==> src/rtl/mvu_pe_acc_pkg.sv <==
// ----------------------------------------------------------------------------
// mvau_defn -- shared definitions for the MVU processing-element accumulator.
//
// Purpose : default word lengths, the fold-counter width helper and the
//           shared accumulator / partial-sum word typedefs used by the
//           mvu_pe_acc interface and module.
// Ports   : none (package).
// ----------------------------------------------------------------------------
package mvau_defn;

  // Default adder-tree sum width, accumulator width and synapse fold.
  localparam int unsigned TI_DEF = 32'd16;
  localparam int unsigned TO_DEF = 32'd24;
  localparam int unsigned SF_DEF = 32'd4;

  // Word types at the default widths.
  typedef logic [TI_DEF-1:0] sum_word_t;
  typedef logic [TO_DEF-1:0] acc_word_t;

  // Fold-counter width: $clog2(SF), never below one bit so SF == 1 still
  // yields a legal (constant-zero) counter.
  function automatic int unsigned fold_cnt_w(input int unsigned sf);
    if (sf > 32'd1) begin
      return $clog2(sf);
    end else begin
      return 32'd1;
    end
  endfunction

endpackage : mvau_defn

==> src/rtl/mvu_pe_acc_if.sv <==
// ----------------------------------------------------------------------------
// mvu_pe_acc_if -- valid/ready streams around the PE accumulator.
//
// Purpose : bundles the partial-sum input stream and the dot-product output
//           stream of mvu_pe_acc.
// Signals : in_v/in_acc/in_rdy    partial-sum stream into the accumulator
//           out_v/out_acc/out_rdy completed dot-product stream out of it
// Modports: slave  -- the accumulator (consumes in_*, produces out_*)
//           master -- the environment (produces in_*, consumes out_*)
// ----------------------------------------------------------------------------
interface mvu_pe_acc_if
  import mvau_defn::*;
#(
  parameter int unsigned TI = TI_DEF,
  parameter int unsigned TO = TO_DEF
) ();

  logic          in_v;
  logic [TI-1:0] in_acc;
  logic          in_rdy;
  logic          out_v;
  logic [TO-1:0] out_acc;
  logic          out_rdy;

  modport slave (
    input  in_v, in_acc, out_rdy,
    output in_rdy, out_v, out_acc
  );

  modport master (
    output in_v, in_acc, out_rdy,
    input  in_rdy, out_v, out_acc
  );

endinterface : mvu_pe_acc_if

==> src/rtl/mvu_pe_acc.sv <==
// ----------------------------------------------------------------------------
// mvu_pe_acc -- PE accumulator for a matrix-vector unit.
//
// Purpose : accumulates SF signed partial sums (TI bits, sign-extended to TO)
//           into one TO-bit dot product, wrapping modulo 2^TO, and presents
//           the result on a registered valid/ready output.
// Ports   : aclk    -- clock, all state on the rising edge
//           aresetn -- asynchronous active-low reset
//           s       -- mvu_pe_acc_if.slave (in_v/in_acc/in_rdy,
//                      out_v/out_acc/out_rdy)
// ----------------------------------------------------------------------------
module mvu_pe_acc
  import mvau_defn::*;
#(
  parameter int unsigned TI = TI_DEF,
  parameter int unsigned TO = TO_DEF,
  parameter int unsigned SF = SF_DEF
) (
  input logic          aclk,
  input logic          aresetn,
  mvu_pe_acc_if.slave  s
);

  localparam int unsigned   CW      = fold_cnt_w(SF);
  localparam logic [CW-1:0] CNT_ZERO = {CW{1'b0}};
  localparam logic [CW-1:0] CNT_LAST = CW'(SF - 32'd1);

  logic [CW-1:0] r_cnt;
  logic [TO-1:0] r_acc;
  logic          r_out_v;
  logic [TO-1:0] r_out_acc;

  logic [TO-1:0] w_ext;
  logic [TO-1:0] w_sum;
  logic          w_final;
  logic          w_in_rdy;
  logic          w_accept;

  // Sign-extend the incoming partial sum and form this beat's running total;
  // the first beat of a fold replaces the accumulator rather than adding.
  always_comb begin
    w_ext = TO'($signed(s.in_acc));
    w_sum = w_ext;
    if (r_cnt == CNT_ZERO) begin
      w_sum = w_ext;
    end else begin
      w_sum = r_acc + w_ext;
    end
  end

  // Only the final beat of a fold can be held off, and only while an
  // earlier result is still waiting for the downstream to take it.
  assign w_final  = (r_cnt == CNT_LAST);
  assign w_in_rdy = !w_final || !r_out_v || s.out_rdy;
  assign w_accept = s.in_v && w_in_rdy;

  assign s.in_rdy  = w_in_rdy;
  assign s.out_v   = r_out_v;
  assign s.out_acc = r_out_acc;

  // Fold counter: one step per accepted beat, wrapping after the final beat.
  always_ff @(posedge aclk or negedge aresetn) begin
    if (!aresetn) begin
      r_cnt <= CNT_ZERO;
    end else if (w_accept) begin
      if (w_final) begin
        r_cnt <= CNT_ZERO;
      end else begin
        r_cnt <= r_cnt + CW'(1'b1);
      end
    end else begin
      r_cnt <= r_cnt;
    end
  end

  // Running accumulator. The final beat goes straight to the output
  // register, so it is never written here (and never at all when SF == 1).
  always_ff @(posedge aclk or negedge aresetn) begin
    if (!aresetn) begin
      r_acc <= {TO{1'b0}};
    end else if (w_accept && !w_final) begin
      r_acc <= w_sum;
    end else begin
      r_acc <= r_acc;
    end
  end

  // Output register: loads on a final accept (even while handing off the
  // previous result, giving back-to-back results), clears on a bare handoff
  // and otherwise holds.
  always_ff @(posedge aclk or negedge aresetn) begin
    if (!aresetn) begin
      r_out_v   <= 1'b0;
      r_out_acc <= {TO{1'b0}};
    end else if (w_accept && w_final) begin
      r_out_v   <= 1'b1;
      r_out_acc <= w_sum;
    end else if (r_out_v && s.out_rdy) begin
      r_out_v   <= 1'b0;
      r_out_acc <= r_out_acc;
    end else begin
      r_out_v   <= r_out_v;
      r_out_acc <= r_out_acc;
    end
  end

endmodule : mvu_pe_acc

==> src/flat_wrapper.sv <==
// flat-port wrapper written by rule: the top's interface ports become plain ports
module mvu_pe_acc_flat import mvau_defn::*;
#(
  parameter int unsigned TI = TI_DEF,
  parameter int unsigned TO = TO_DEF,
  parameter int unsigned SF = SF_DEF
)
  (aclk, aresetn, s_in_v, s_in_acc, s_out_rdy, s_in_rdy, s_out_v, s_out_acc);
  mvu_pe_acc_if #(.TI(TI), .TO(TO)) s_i ();
  input logic aclk;
  input logic aresetn;
  input wire logic [$bits(s_i.in_v)-1:0] s_in_v;
  input wire logic [$bits(s_i.in_acc)-1:0] s_in_acc;
  input wire logic [$bits(s_i.out_rdy)-1:0] s_out_rdy;
  output wire logic [$bits(s_i.in_rdy)-1:0] s_in_rdy;
  output wire logic [$bits(s_i.out_v)-1:0] s_out_v;
  output wire logic [$bits(s_i.out_acc)-1:0] s_out_acc;
  assign s_i.in_v = s_in_v;
  assign s_i.in_acc = s_in_acc;
  assign s_i.out_rdy = s_out_rdy;
  assign s_in_rdy = s_i.in_rdy;
  assign s_out_v = s_i.out_v;
  assign s_out_acc = s_i.out_acc;
  mvu_pe_acc #(.TI(TI), .TO(TO), .SF(SF)) u_core (.aclk(aclk), .aresetn(aresetn), .s(s_i));
endmodule
==> config.mk <==
export PLATFORM = sky130hd
export DESIGN_NAME = mvu_pe_acc_flat
export DESIGN_NICKNAME = d
export VERILOG_FILES = /design/src/rtl/mvu_pe_acc_pkg.sv /design/src/rtl/mvu_pe_acc_if.sv /design/src/rtl/mvu_pe_acc.sv /design/src/flat_wrapper.sv
export SDC_FILE = /design/constraint.sdc
export NUM_CORES = 1
export LEC_CHECK = 0
export CORE_MARGIN = 8
export CORE_UTILIZATION = 45
export DETAILED_ROUTE_END_ITERATION = 7
export PLACE_DENSITY = 0.67
export SLEW_MARGIN = 20
export SYNTH_ARGS = -nofsm -noshare
export SYNTH_HDL_FRONTEND = slang
export SYNTH_SLANG_ARGS = --single-unit
==> constraint.sdc <==
create_clock -name aclk -period 7.6 [get_ports aclk]
set_clock_uncertainty 0.1 [all_clocks]
set_input_delay 1.52 -clock aclk [delete_from_list [all_inputs] [get_ports aclk]]
set_output_delay 1.52 -clock aclk [all_outputs]
set_load 0.02 [all_outputs]
==> results.ini <==
[run_status]
status=complete, no violations

[synthesis]
async_flop_share_pct=100
syn-instance-count=414
synth_seq_area_share_pct=36.2
synth_fp_nets=460
synth_cell_types=55
yosys_warnings=0
synth.avg_cell_area_um2=8.51
ys.flop_type=dfrtp_1
synth_area_um2=3520
synth_edf_count=0
ys_ff_latch=51

[layout]
num_antenna_cells=0
finish.utilization_pct=54.7
fillers=706
layout_common_cells=nand2_1 (60), dfrtp_1 (51), clkdlybuf4s50_1 (44), a21oi_1 (38), nor2_1 (36)
drive_gt1_share_pct=5.12
fin_nets=494
area_delta_synth_final_pct=18.6
final_common_cell=nand2_1

[floorplanning]
row_count=32
dieArea_um2=10900
core_um2=7650
die-height_um=105
start_util_pct=46.1
die_w_um=105
ios=46

[route]
final_antenna_net_count=0
vias_per_cell=5.64
drt_iter0_drc=102
wl_per_cell_um=15.7
totalWireLength_um=8660
drc=0
vias=3109
first_pass_iters=4

[worst_setup_path]
crit_arrival_ns=4.48
cp_max_fo=18
cp-start-kind=input port
crit_type=in2reg
setup.worst_path.end_class=flip-flop
worstPathRequired_ns=7.71

[sta]
hold_slack_ns=0.381
max_slew_margin_pct=53.4
setup_viol=0
fmax_mhz=229
fin_crit_sh_pct=57.6
final.setup.tns_ns=0
maxSlewViolCount=0
tightest_slew_ns=0.697
finalCriticalPeriod_ns=4.38
hold_viol=0
rsz0062_at_grt=no

[grt]
use_met1_pct=19.9
grt_max_degree=52
gr-usage-met2_pct=28.0
grt.total_usage_pct=16.1
antenna_found_initial=0
met3_usage_pct=3.16
overflow=0
grt_pass1_wl_um=14800
top_usage_layer=met2
grt_pass1_vias=3150

[clocking]
ctsHoldBuffers=0
post_cts_buffers=0
cts_buffers=5
ctsRootBufferMaster=clkbuf_8
cts_tree=done
cts_sinks=51
cts_resized=0
htreeDepth=2
clk_pin_slew_ns=0.10
cts_buffer_depth=2
clkLatencyLatePin_ns=0.31

[pwr]
leakage_nw=1.83
ir_worst_vdd_mv=0.166
powerDensity_nw_per_um2=468
power_mw=1.96

[place]
place_congestion=0.908
port_buffers=45
hpwl_um=6500

[run]
cap_violations=0

[worst_hold_path]
hold_path_class=reg2reg

## layout make-up
cell class / count / area (um2) / share of cell area (%)
multi-input cells: 332 / 2130 / 51.0
inverters: 9 / 33.8 / 0.808
repair buffers: 49 / 475 / 11.4
well taps: 102 / 128 / 3.05
flip-flops and latches: 51 / 1280 / 30.5
clock inverters: 3 / 67.6 / 1.62
clock buffers: 5 / 68.8 / 1.65
## per-layer routing
layer / vias to the layer above / routed length, um
li1: 1547 / -
met2: 61 / 4230
met3: 9 / 326
met1: 1492 / 4020
met5: - / 0
met4: 0 / 89
## kinds of logic (layout without fill, tap and decap cells)
family | count (synthesis) | in the layout | share of synthesized area [%]
compound gates | 138 | 138 | 25.3
xor+xnor | 16 | 16 | 3.98
flops | 51 | 51 | 36.2
buf+inv | 31 | 66 | 3.30
fa+ha+maj | 26 | 26 | 9.44
mux | 8 | 8 | 2.31
simple gates | 144 | 144 | 19.4
## state kept, by name, summed over array words and instances, names as in the netlist
name              cells
u_core.r_acc         24
u_core.r_cnt          2
u_core.s.out_acc     24
u_core.s.out_v        1
## power breakdown
group | total [mW] | switching (mW) | internal (mW)
clock network | 0.230 | 0.0984 | 0.131
logic | 1.24 | 0.717 | 0.525
registers | 0.486 | 0.0827 | 0.404
total | 1.96 | 0.898 | 1.06
## cells in the mapped netlist, types with 8 or more instances
| cell | number | area share, % |
|---|---|---|
| nand2b_1 | 8 | 1.4 |
| a21oi_1 | 38 | 5.4 |
| xor2_1 | 8 | 2.0 |
| o21ai_0 | 21 | 3.0 |
| a21o_1 | 11 | 2.3 |
| inv_1 | 9 | 0.96 |
| clkbuf_1 | 19 | 2.0 |
| ha_1 | 25 | 8.9 |
| nor2_1 | 36 | 3.8 |
| dfrtp_1 | 51 | 36 |
| xnor2_1 | 8 | 2.0 |
| o21ai_1 | 22 | 3.1 |
| nand2_1 | 60 | 6.4 |
## critical path, cell delays in order
cell	delay (ns)
clkdlybuf4s50_1	0.92
ha_1	0.42
a21o_1	0.18
a21o_1	0.18
a21o_1	0.21
a2111oi_0	0.38
a22oi_1	0.18
nor3_1	0.20
nor4_1	0.07
a22o_1	0.22
## per-stage QoR
stage	std cells	setup WS, ns	instance area [um2]
2_1_floorplan	414	3.88	3520
3_3_place_gp	543	3.05	4050
3_5_place_dp	543	2.96	4050
4_1_cts	551	3.23	4180
5_1_grt	551	2.93	4180
6_report	551	3.22	4180
## final timing paths
path | from | to | slack (ns) | cells after the start
worst max-delay path | s_in_acc[15] | u_core.s.out_acc[19] | 3.22 | 10
worst min-delay path | u_core.s.out_acc[7] | u_core.s.out_acc[7] | 0.38 | 2
worst max register to register | u_core.r_acc[0] | u_core.r_acc[20] | 4.77 | 11
worst min register to register | u_core.s.out_acc[7] | u_core.s.out_acc[7] | 0.38 | 2
max in group asynchronous | aresetn | u_core.r_acc[15] | 5.75 | 2
min in group asynchronous | aresetn | u_core.r_acc[18] | 1.21 | 2
Power figures use the tool's default switching activity.
